<file path="config.mk">
export PLATFORM = sky130hd
export DESIGN_NAME = axis_port_arbiter_flat
export DESIGN_NICKNAME = d
export VERILOG_FILES = /design/src/rtl/axis_port_arbiter_if.sv /design/src/rtl/axis_port_arbiter.sv /design/src/flat_wrapper.sv
export SDC_FILE = /design/constraint.sdc
export NUM_CORES = 1
export LEC_CHECK = 0
export ABC_AREA = 1
export CORE_AREA = 2 2 288 290
export CTS_CLUSTER_DIAMETER = 100
export DETAILED_ROUTE_END_ITERATION = 7
export DIE_AREA = 0 0 290 292
export GPL_TIMING_DRIVEN = 1
export PLACE_DENSITY_LB_ADDON = 0.12
export SLEW_MARGIN = 5
export SYNTH_ARGS = -nofsm -noshare
export SYNTH_HDL_FRONTEND = slang
export SYNTH_SLANG_ARGS = --single-unit
</file>
<file path="constraint.sdc">
create_clock -name clk -period 1.5 [get_ports clk]
set_input_delay 0.15 -clock clk [delete_from_list [all_inputs] [get_ports clk]]
set_output_delay 0.15 -clock clk [all_outputs]
set_load 0.03 [all_outputs]
</file>
<file path="src/rtl/axis_port_arbiter_if.sv">
// axis_port_arbiter_if
//   AXI-Stream bundle of N lanes sharing one signal set. Lane i of the
//   packed data buses lives in slice [i*DATA_W +: DATA_W] (tkeep: DATA_W/8).
//   The arbiter uses one instance with N=NUM_PORTS on the ingress side and
//   one with N=1 on the egress side.
//
// Signals (per lane)
//   tvalid  beat valid             tready  sink ready
//   tdata   payload (DATA_W)       tkeep   byte enables (DATA_W/8)
//   tuser   header word (DATA_W)   tlast   end of packet
//
// Modports
//   master  drives tvalid/tdata/tkeep/tuser/tlast, samples tready
//   slave   samples tvalid/tdata/tkeep/tuser/tlast, drives tready
interface axis_port_arbiter_if #(
  parameter int N      = 1,
  parameter int DATA_W = 64
);
  logic [N-1:0]          tvalid;
  logic [N-1:0]          tready;
  logic [N*DATA_W-1:0]   tdata;
  logic [N*DATA_W/8-1:0] tkeep;
  logic [N*DATA_W-1:0]   tuser;
  logic [N-1:0]          tlast;

  modport master (output tvalid, tdata, tkeep, tuser, tlast, input tready);
  modport slave  (input tvalid, tdata, tkeep, tuser, tlast, output tready);
endinterface

</file>
<file path="src/rtl/axis_port_arbiter.sv">
// axis_port_arbiter
//   Packet-level round-robin arbiter merging NUM_PORTS AXI-Stream ingress
//   ports onto one registered egress stream. A port keeps the grant until its
//   tlast beat is accepted; one arbitration cycle separates packets.
//
// Ports
//   clk            single clock, rising edge
//   rst            synchronous, active-high reset
//   s_axis         slave bundle, NUM_PORTS lanes (tready driven here)
//   m_axis         master bundle, 1 lane, all payload outputs registered
//   grant_valid    high while a port holds the grant
//   grant_idx      current / most recent granted port
//   pkt_forwarded  count of egress tlast handshakes, wraps at 2^32
//
// state  | meaning
// -------+---------------------------------------------------------------
// IDLE   | no grant held; arbitrate among valid ports, all tready low
// LOCKED | grant_idx owns the output until its tlast beat is accepted
module axis_port_arbiter #(
  parameter int NUM_PORTS = 4,
  parameter int DATA_W    = 64
) (
  input  logic                clk,
  input  logic                rst,
  axis_port_arbiter_if.slave  s_axis,
  axis_port_arbiter_if.master m_axis,
  output logic                grant_valid,
  output logic [2:0]          grant_idx,
  output logic [31:0]         pkt_forwarded
);

  localparam int         KEEP_W    = DATA_W / 8;
  localparam logic [2:0] LAST_PORT = 3'(NUM_PORTS - 1);

  typedef enum logic {
    ST_IDLE   = 1'b0,
    ST_LOCKED = 1'b1
  } state_t;

  state_t state_q, state_d;

  logic [2:0]           grant_q;
  logic [2:0]           last_grant_q;
  logic [2:0]           arb_winner;
  logic [2:0]           win_hi;
  logic [2:0]           win_lo;
  logic                 found_hi;
  logic                 any_valid;

  logic [NUM_PORTS-1:0] gnt_oh;
  logic                 gnt_valid;
  logic                 gnt_last;
  logic [DATA_W-1:0]    sel_data;
  logic [DATA_W-1:0]    sel_user;
  logic [KEEP_W-1:0]    sel_keep;

  logic                 out_ready;
  logic                 xfer;
  logic                 m_fire_last;
  logic [NUM_PORTS-1:0] s_tready_d;

  logic                 m_tvalid_q;
  logic                 m_tlast_q;
  logic [DATA_W-1:0]    m_tdata_q;
  logic [DATA_W-1:0]    m_tuser_q;
  logic [KEEP_W-1:0]    m_tkeep_q;
  logic [31:0]          pkt_cnt_q;

  // Round-robin pick: the lowest valid index above last_grant wins; if there
  // is none, the lowest valid index at or below it (wrap-around).
  assign any_valid = |s_axis.tvalid;

  always_comb begin
    found_hi = 1'b0;
    win_hi   = '0;
    win_lo   = '0;
    for (int i = NUM_PORTS - 1; i >= 0; i--) begin
      if (s_axis.tvalid[i]) begin
        if (3'(i) > last_grant_q) begin
          found_hi = 1'b1;
          win_hi   = 3'(i);
        end else begin
          win_lo = 3'(i);
        end
      end
    end
    arb_winner = found_hi ? win_hi : win_lo;
  end

  // Granted-port mux, decoded by compare so no runtime index is needed.
  always_comb begin
    gnt_oh    = '0;
    gnt_valid = 1'b0;
    gnt_last  = 1'b0;
    sel_data  = '0;
    sel_user  = '0;
    sel_keep  = '0;
    for (int i = 0; i < NUM_PORTS; i++) begin
      if (grant_q == 3'(i)) begin
        gnt_oh[i] = 1'b1;
        gnt_valid = s_axis.tvalid[i];
        gnt_last  = s_axis.tlast[i];
        sel_data  = s_axis.tdata[i*DATA_W +: DATA_W];
        sel_user  = s_axis.tuser[i*DATA_W +: DATA_W];
        sel_keep  = s_axis.tkeep[i*KEEP_W +: KEEP_W];
      end
    end
  end

  // Output register can take a new beat when empty or being drained.
  assign out_ready   = !m_tvalid_q || m_axis.tready[0];
  assign xfer        = (state_q == ST_LOCKED) && out_ready && gnt_valid;
  assign m_fire_last = m_tvalid_q && m_axis.tready[0] && m_tlast_q;

  always_ff @(posedge clk) begin
    if (rst) state_q <= ST_IDLE;
    else     state_q <= state_d;
  end

  always_comb begin
    state_d = state_q;
    case (state_q)
      ST_IDLE:   if (any_valid)         state_d = ST_LOCKED;
      ST_LOCKED: if (xfer && gnt_last)  state_d = ST_IDLE;
      default:                          state_d = ST_IDLE;
    endcase
  end

  always_comb begin
    s_tready_d  = '0;
    grant_valid = 1'b0;
    if (state_q == ST_LOCKED) begin
      grant_valid = 1'b1;
      if (out_ready) s_tready_d = gnt_oh;
    end
  end

  // grant_q and last_grant_q agree whenever the FSM is IDLE; last_grant_q
  // only moves once the packet's final beat is taken.
  always_ff @(posedge clk) begin
    if (rst) begin
      grant_q      <= LAST_PORT;
      last_grant_q <= LAST_PORT;
    end else begin
      if (state_q == ST_IDLE && any_valid) grant_q      <= arb_winner;
      if (xfer && gnt_last)                last_grant_q <= grant_q;
    end
  end

  // Payload fields hold when the register drains without a refill.
  always_ff @(posedge clk) begin
    if (rst) begin
      m_tvalid_q <= 1'b0;
      m_tlast_q  <= 1'b0;
      m_tdata_q  <= '0;
      m_tuser_q  <= '0;
      m_tkeep_q  <= '0;
    end else if (xfer) begin
      m_tvalid_q <= 1'b1;
      m_tlast_q  <= gnt_last;
      m_tdata_q  <= sel_data;
      m_tuser_q  <= sel_user;
      m_tkeep_q  <= sel_keep;
    end else if (out_ready) begin
      m_tvalid_q <= 1'b0;
    end
  end

  // Updated every cycle so the count follows its own current value.
  always_ff @(posedge clk) begin
    if (rst) pkt_cnt_q <= '0;
    else     pkt_cnt_q <= pkt_cnt_q + 32'(m_fire_last);
  end

  assign s_axis.tready  = s_tready_d;
  assign m_axis.tvalid  = m_tvalid_q;
  assign m_axis.tlast   = m_tlast_q;
  assign m_axis.tdata   = m_tdata_q;
  assign m_axis.tuser   = m_tuser_q;
  assign m_axis.tkeep   = m_tkeep_q;
  assign grant_idx      = grant_q;
  assign pkt_forwarded  = pkt_cnt_q;

endmodule

</file>
<file path="src/flat_wrapper.sv">
// flat-port wrapper written by rule: the top's interface ports become plain ports
module axis_port_arbiter_flat 
#(
  parameter int NUM_PORTS = 4,
  parameter int DATA_W    = 64
)
  (clk, rst, grant_valid, grant_idx, pkt_forwarded, s_axis_tvalid, s_axis_tdata, s_axis_tkeep, s_axis_tuser, s_axis_tlast, s_axis_tready, m_axis_tvalid, m_axis_tdata, m_axis_tkeep, m_axis_tuser, m_axis_tlast, m_axis_tready);
  axis_port_arbiter_if #(.N((4)), .DATA_W(DATA_W)) s_axis_i ();
  axis_port_arbiter_if #(.N(1), .DATA_W(DATA_W)) m_axis_i ();
  input  logic clk;
  input  logic rst;
  output logic grant_valid;
  output logic [2:0] grant_idx;
  output logic [31:0] pkt_forwarded;
  input wire logic [$bits(s_axis_i.tvalid)-1:0] s_axis_tvalid;
  input wire logic [$bits(s_axis_i.tdata)-1:0] s_axis_tdata;
  input wire logic [$bits(s_axis_i.tkeep)-1:0] s_axis_tkeep;
  input wire logic [$bits(s_axis_i.tuser)-1:0] s_axis_tuser;
  input wire logic [$bits(s_axis_i.tlast)-1:0] s_axis_tlast;
  output wire logic [$bits(s_axis_i.tready)-1:0] s_axis_tready;
  output wire logic [$bits(m_axis_i.tvalid)-1:0] m_axis_tvalid;
  output wire logic [$bits(m_axis_i.tdata)-1:0] m_axis_tdata;
  output wire logic [$bits(m_axis_i.tkeep)-1:0] m_axis_tkeep;
  output wire logic [$bits(m_axis_i.tuser)-1:0] m_axis_tuser;
  output wire logic [$bits(m_axis_i.tlast)-1:0] m_axis_tlast;
  input wire logic [$bits(m_axis_i.tready)-1:0] m_axis_tready;
  assign s_axis_i.tvalid = s_axis_tvalid;
  assign s_axis_i.tdata = s_axis_tdata;
  assign s_axis_i.tkeep = s_axis_tkeep;
  assign s_axis_i.tuser = s_axis_tuser;
  assign s_axis_i.tlast = s_axis_tlast;
  assign s_axis_tready = s_axis_i.tready;
  assign m_axis_tvalid = m_axis_i.tvalid;
  assign m_axis_tdata = m_axis_i.tdata;
  assign m_axis_tkeep = m_axis_i.tkeep;
  assign m_axis_tuser = m_axis_i.tuser;
  assign m_axis_tlast = m_axis_i.tlast;
  assign m_axis_i.tready = m_axis_tready;
  axis_port_arbiter #(.NUM_PORTS(NUM_PORTS), .DATA_W(DATA_W)) u_core (.clk(clk), .rst(rst), .s_axis(s_axis_i), .m_axis(m_axis_i), .grant_valid(grant_valid), .grant_idx(grant_idx), .pkt_forwarded(pkt_forwarded));
endmodule
</file>
==> results of run 1 <==
## routing by layer
metal | vias up | wire (µm)
met4 | 0 | 1310
met1 | 6618 | 29300
li1 | 7090 | -
met5 | - | 0
met2 | 466 | 37100
met3 | 53 | 3460
## worst paths after layout
| kind | from | endpoint | slack (ns) | depth (start not counted) |
|---|---|---|---|---|
| worst max-delay path | u_core.grant_idx[1] | u_core.m_axis.tdata[19] | -0.19 | 8 |
| worst min-delay path | s_axis_tuser[114] | u_core.m_axis.tuser[50] | 0.39 | 5 |
| worst max register to register | u_core.grant_idx[1] | u_core.m_axis.tdata[19] | -0.19 | 8 |
| worst min register to register | u_core.m_axis.tdata[51] | u_core.m_axis.tdata[51] | 0.49 | 2 |
## cells in the mapped netlist
library cell,n,area (µm²)
a211oi_1,1,7.51
a21oi_1,23,115
a31oi_1,1,6.26
and2_1,1,6.26
and3_1,1,6.26
buf_1,1,3.75
buf_2,57,285
buf_4,6,45.0
buf_6,15,169
clkbuf_1,22,82.6
clkbuf_2,11,55.1
conb_1,1,3.75
dfxtp_1,175,3500
ha_1,2,25.0
inv_1,31,116
inv_2,2,7.51
nand2_1,651,2440
nand2_2,2,12.5
nand2_4,1,11.3
nand3_1,16,80.1
nand3b_1,9,67.6
nand4_1,139,870
nor2_1,342,1280
nor2_2,1,6.26
nor2_4,1,11.3
nor3_1,6,30.0
nor3b_1,1,7.51
o21a_1,2,15.0
o21ai_0,140,701
o21ai_1,4,20.0
o21bai_1,1,7.51
xnor2_1,2,17.5
xor2_1,4,35.0
## cell families (layout without fill, tap and decap cells)
kind of cell	Yosys count	count (layout)	share of synthesized area [%]
compound gates	172	172	8.67
flops	175	175	34.8
other cells	1	2	0.0373
buf+inv	145	986	7.60
xor+xnor	6	6	0.523
fa+ha+maj	2	2	0.249
simple gates	1171	1171	48.1
## critical path, stage by stage, from the launching register on
cell and delay [ns]:
dfxtp_4 0.40, buf_4 0.15, nor2_4 0.04, buf_8 0.14, bufbuf_16 0.28, nand2_1 0.06, nand4_1 0.24, nor2_1 0.20
nor2_1 0.06
## metrics by stage
stage	cell area, µm²	util [%]	total power, mW
after floorplan	10200	-	8.93
after global placement	19600	24.0	13.5
after detailed placement	19600	24.0	13.4
after CTS	21000	25.7	19.1
after global routing	21300	26.1	20.0
final	21300	26.1	18.9
## area by class of cell
class,instances,area share (%)
clock buffers,19,2.08
multi-input cells,1352,28.8
repair inverters,1,0.141
diodes,1,0.0118
well taps,1070,6.29
clock inverters,13,0.717
inverters,33,0.723
flip-flops and latches,175,16.6
repair buffers,920,44.6
## power by group through the flow
stage / registers (mW) / clock network, mW / logic, mW
floorplan: 6.50 / 0 / 2.43
global placement: 5.54 / 0 / 7.95
detailed placement: 5.54 / 0 / 7.91
CTS: 5.43 / 5.02 / 8.62
global route: 5.50 / 5.18 / 9.36
finish: 5.44 / 4.78 / 8.68
## registers in the layout, summed over array words and instances (netlist names)
signal	cells
u_core.m_axis.tdata	64
u_core.m_axis.tuser	64
u_core.pkt_forwarded	32
u_core.m_axis.tkeep	8
u_core.grant_idx	2
u_core.last_grant_q	2
u_core.m_axis.tlast	1
u_core.m_axis.tvalid	1
u_core.state_q	1
## layout by cell type, fill, tap and decap left out, drive strengths merged
cell type      count
dlygate4sd2      129
dfxtp            175
a31oi              1
clkinv             6
inv               38
clkdlybuf4s50    554
and2               1
nor3               6
clkbuf            23
nand2            654
bufinv             2
o21a               2
and3               1
a21oi             23
conb               1
ha                 2
nor2             344
nand4            139
a211oi             1
bufbuf             6
clkinvlp           1
nand3             16
xnor2              2
nor3b              1
buf              196
diode              1
xor2               4
o21ai            144
clkdlybuf4s15     31
o21bai             1
nand3b             9
## what timing repair did
item                       in CTS  in global routing
pin swaps                      66                 19
resized for setup             351                 86
setup endpoints to repair     335                190
gates cloned                   12                  6
setup buffers                  28                  1
==> results.md, run 1 <==
* Clock network fraction of total power at between 20% and 30%
* Failing checks: setup timing
* Switch share at 38.4%
* Leakage power at 8.94 nW
* Io pins at 733
* CTS tree: done
* Register Area at 3530 µm²
* Post-DP HPWL at 51600 µm
* Area of the multi-input gates at between 6000 and 7000 µm²
* NetSw at 7.26 mW
* M2 GR Usage at 30.1%
* Max Clock Skew at 0.0155 ns
* Htree depth at 4
* Status: finished with violations
* Maximum buffer depth of the clock tree at 2
* Final worst-path cycle share at 113%
* First-pass GRT wire length at ~100000 µm
* Max cap viols at 0
* Arr. time, crit path at 2.06 ns
* Endpoint class of the critical path: register
* P_int at 11.6 mW
* Pre-CTS setup slack at -0.429 ns
* Die Ht at between 200 and 300 µm
* Ys Warns at 0
* Initial antenna violation count at 1
* Final WL at 71200 µm
* Worst hold slack at 0.389 ns
* Fillers at 8987
* Number of hold buffers added after cts at 0
* Seq cells post-synth at 175
* Tightest Hold Check Type: in -> reg
* PortBufs at 731
* Global Route Usage Sum at 16.1%
* Met1 Use GR at ~19%
* Drc violations at 0
* CTS Root Cell: clkbuf_16
* Die area at about 85000 µm²
* Die width at 290 µm
* Met3 GRT Util at under 10%
* CP startpoint kind: register
* Post-synthesis net count at between 2000 and 2500
* Inst Count DP at ~3500
* Worst skew pair latency at 0.48 ns
* Remaining Overflow, GRT at 0
* Drt via density at between 3 and 4
* Layout area overhead at 112%
* Mapped Area at 10100 µm²
* Setup WS post-layout at -0.188 ns
* Seq/Total Area, Yosys at 34.8%
* Setup TNS at -15.42 ns
* Unrepaired setup endpoints after global routing: true
* Reg power frac at between 20% and 30%
* ANT nets after route at 0
* Largest net degree at the start of global routing at 66
* Placement Rows at approximately 110
* Iter 0 DRT Violations at 658
* Vias at 14227
* CTS buffer count at 17
* Clock sinks at 175
* Final setup vio count at about 150
* Gpl congestion at 0.902
* Worst-path clk slew at about 0.07 ns
* Gr busiest metal: met2
* Layout cells sized above 1 at 14.4%
* Mapped Cells at 1672
* WP data required at 1.87 ns
* Final count of pins violating max slew at 0
* Comb power frac at 46.0%
* Final hold vios at 0
* Initial Util at 12.3%
* First-pass DRT Iterations at 5
* WS Path Type: reg -> reg
* WL/cell at 19.9 µm
* F_max at 592 MHz
* Peak VDD IR at 0.839 mV
* Critical Path Fanout Max at 5
* Fin crit period at 1.69 ns
* Pwr Density at 888 nW/µm²
* Synthesized area per cell at 6.02 µm²
* CORE AREA at 81600 µm²
* Fin cells at 3584
* Final net count at 3057
* Vias in the first global route at 14864
* Post-synthesis cell type count at 33
No activity file was read; power rests on OpenSTA's default activity.
==> run 2: changes to the inputs <==
- ABC_CLOCK_PERIOD_IN_PS: not set -> 1500
- CTS_BUF_LIST: not set -> sky130_fd_sc_hd__clkbuf_4
==> run 2 against run 1 <==
The run still ends with setup timing left; final area grew 9.5%; sequential power grew 3%; core utilization grew 2.5 points; power shrank 0.34%; hold slack lost 0.26 ns; sequential share of layout area shrank 0.37 points; register-to-register slack lost 0.20 ns; combinational power grew 16%; critical path type unchanged.
==> results.md, run 2 (synthesis results as in run 1) <==
* Final worst-path cycle share at 126% (was 113%)
* First-pass DRT Iterations at 5 (unchanged)
* Die area at 84700 µm² (unchanged)
* Final count of pins violating max slew at 0 (unchanged)
* Placed cell area at 19600 µm² (unchanged)
* WHS Endpoint: u_core.m_axis.tdata[43] (was u_core.m_axis.tuser[50])
* First-pass GRT wire length at 102000 µm (was 101000 µm)
* Die width at 290 µm (unchanged)
* Vias in the first global route at 15167 (was 14864)
* Layout cells sized above 1 at 33.6% (was 14.4%)
* CTS Root Cell: clkbuf_4 (was clkbuf_16)
* Status: finished with violations (unchanged)
* Initial Util at 12.3% (unchanged)
* Area of the multi-input gates at 6980 µm² (was 6130 µm²)
* WS Path Type: reg -> reg (unchanged)
* Worst r2r path cells at 12 (was 8)
* Layout area overhead at 132% (was 112%)
* NetSw at 7.70 mW (was 7.26 mW)
* Iter 0 DRT Violations at 574 (was 658)
* Peak VDD IR at 0.453 mV (was 0.839 mV)
* Vias at 14633 (was 14227)
* CTS tree: done (unchanged)
* Reg power frac at 29.8% (was 28.8%)
* P_int at 11.1 mW (was 11.6 mW)
* Largest net degree at the start of global routing at 66 (unchanged)
* Clock network fraction of total power at 16.3% (was 25.3%)
* Failing checks: setup timing (unchanged)
* Arr. time, crit path at 2.52 ns (was 2.06 ns)
* Final setup vio count at 181 (was 147)
* Commonest non-fill, non-tap cells in the layout: 621 x nand2_1, 554 x clkdlybuf4s50_1, 209 x nor2_1, 193 x buf_6, 166 x buf_4 (was 637 x nand2_1, 554 x clkdlybuf4s50_1, 298 x nor2_1, 159 x dfxtp_1, 139 x nand4_1)
* Worst hold slack at 0.130 ns (was 0.389 ns)
* ANT nets after route at 0 (unchanged)
* Clock sinks at 175 (unchanged)
* Leakage power at 9.33 nW (was 8.94 nW)
* Htree depth at 4 (unchanged)
* Maximum buffer depth of the clock tree at 2 (unchanged)
* Total power at 18.8 mW (was 18.9 mW)
* Worst r2r src: u_core.grant_idx[1] (unchanged)
* F_max at 531 MHz (was 592 MHz)
* Endpoint class of the critical path: register (unchanged)
* Fillers at 8854 (was 8987)
* Worst-path clk slew at 0.17 ns (was 0.07 ns)
* Setup TNS at -47.85 ns (was -15.42 ns)
* Placement Rows at 105 (unchanged)
* Hold_sp: s_axis_tdata[107] (was s_axis_tuser[114])
* R2R Setup Slk at -0.38 ns (was -0.19 ns)
* Most common cell after layout, fill and taps aside: nand2_1 (unchanged)
* CORE AREA at 81600 µm² (unchanged)
* Gpl congestion at 0.902 (unchanged)
* Global Route Usage Sum at 16.3% (was 16.1%)
* Drt via density at 4.00 (was 3.97)
* RR Endpoint: u_core.m_axis.tuser[17] (was u_core.m_axis.tdata[19])
* Pwr Density at 808 nW/µm² (was 888 nW/µm²)
* Drc violations at 0 (unchanged)
* Final hold vios at 0 (unchanged)
* Critical Path Fanout Max at 8 (was 5)
* Max cap viols at 0 (unchanged)
* Final net count at 3127 (was 3057)
* CP startpoint kind: register (unchanged)
* WL/cell at 20.1 µm (was 19.9 µm)
* Switch share at 40.9% (was 38.4%)
* Hold Path Depth at 5 (unchanged)
* Initial antenna violation count at 3 (was 1)
* Worst skew pair latency at 0.74 ns (was 0.48 ns)
* WP data required at 2.14 ns (was 1.87 ns)
* Number of hold buffers added after cts at 0 (unchanged)
* PortBufs at 731 (unchanged)
* Final instance area at 23300 µm² (was 21300 µm²)
* Register Area at 3780 µm² (was 3530 µm²)
* Tightest Hold Check Type: in -> reg (unchanged)
* Pre-CTS setup slack at -0.429 ns (unchanged)
* Remaining Overflow, GRT at 0 (unchanged)
* Setup WS post-layout at -0.383 ns (was -0.188 ns)
* Final WL at 73400 µm (was 71200 µm)
* CTS buffer count at 17 (unchanged)
* Fin crit period at 1.88 ns (was 1.69 ns)
* Max Clock Skew at 0.0373 ns (was 0.0155 ns)
* Comb power frac at 53.9% (was 46.0%)
* Die Ht at 292 µm (unchanged)
* Unrepaired setup endpoints after global routing: true (unchanged)
* Post-DP HPWL at 51600 µm (unchanged)
* Io pins at 733 (unchanged)
run 2: cell count changes in the layout (fill, tap and decap cells not counted), moves of 24 or more:
cell             delta
clkdlybuf4s15_2    -24
dlygate4sd2_1     -129
o21ai_0            -29
dfxtp_4            +25
buf_4              +45
o21ai_2            +34
buf_6             +169
dfxtp_1           -148
dfxtp_2           +123
nor2_1             -89
nor2_4             +76
run 2: layer usage:
metal	GRT usage [%]	vias to the layer above	wire length, µm
met3	3.63	46	3890
met4	4.00	0	1390
met1	18.2	6868	29000
met5	0	-	0
met2	31.1	499	39100
li1	-	7220	-
run 2: worst max-delay path by stage:
stage / cells past startpoint / endpoint / from
after floorplan: 10 / u_core.pkt_forwarded[16] / u_core.m_axis.tvalid
after global placement: 12 / u_core.pkt_forwarded[20] / m_axis_tready
after detailed placement: 12 / u_core.pkt_forwarded[20] / m_axis_tready
after CTS: 5 / s_axis_tready[0] / u_core.m_axis.tvalid
after global routing: 5 / s_axis_tready[1] / u_core.m_axis.tvalid
final: 12 / u_core.m_axis.tuser[17] / u_core.grant_idx[1]
run 2: final cells by class:
class | count | share of cell area (%)
inverter | 33 | 0.730
sequential | 175 | 16.2
clock inverter | 14 | 0.671
clock buffer | 18 | 0.580
tap | 1070 | 5.75
antenna | 3 | 0.0322
timing repair buffer | 991 | 46.0
multi-input combinational | 1352 | 30.0
run 2: through the flow:
step	std cells	utilization, %
floorplan	1672	-
global placement	3507	24.0
detailed placement	3507	24.0
CTS	3608	26.4
global route	3656	28.6
finish	3656	28.6
run 2: what timing repair did:
item / in CTS / in global routing
gates resized for setup: 1425 / 399
gates cloned: 21 / 13
pin swaps: 60 / 121
setup endpoints to repair: 343 / 264
setup buffers: 55 / 42
run 2: critical path: stages (launching register included):
cell       delay [ns]
dfxtp_4          0.42
buf_6            0.12
nand2_4          0.05
nor2_4           0.11
buf_4            0.11
nand2_2          0.08
nand2_8          0.19
clkinv_16        0.10
buf_16           0.17
buf_16           0.17
buf_12           0.14
nor2_4           0.07
nor2_2           0.04
run 2: power groups by stage:
stage          Combinational [mW]  Clock [mW]  Sequential (mW)
2_1_floorplan                2.43           0             6.50
3_3_place_gp                 7.95           0             5.54
3_5_place_dp                 7.91           0             5.54
4_1_cts                      9.11        3.32             5.58
5_1_grt                      10.9        3.48             5.68
6_report                     10.1        3.08             5.61
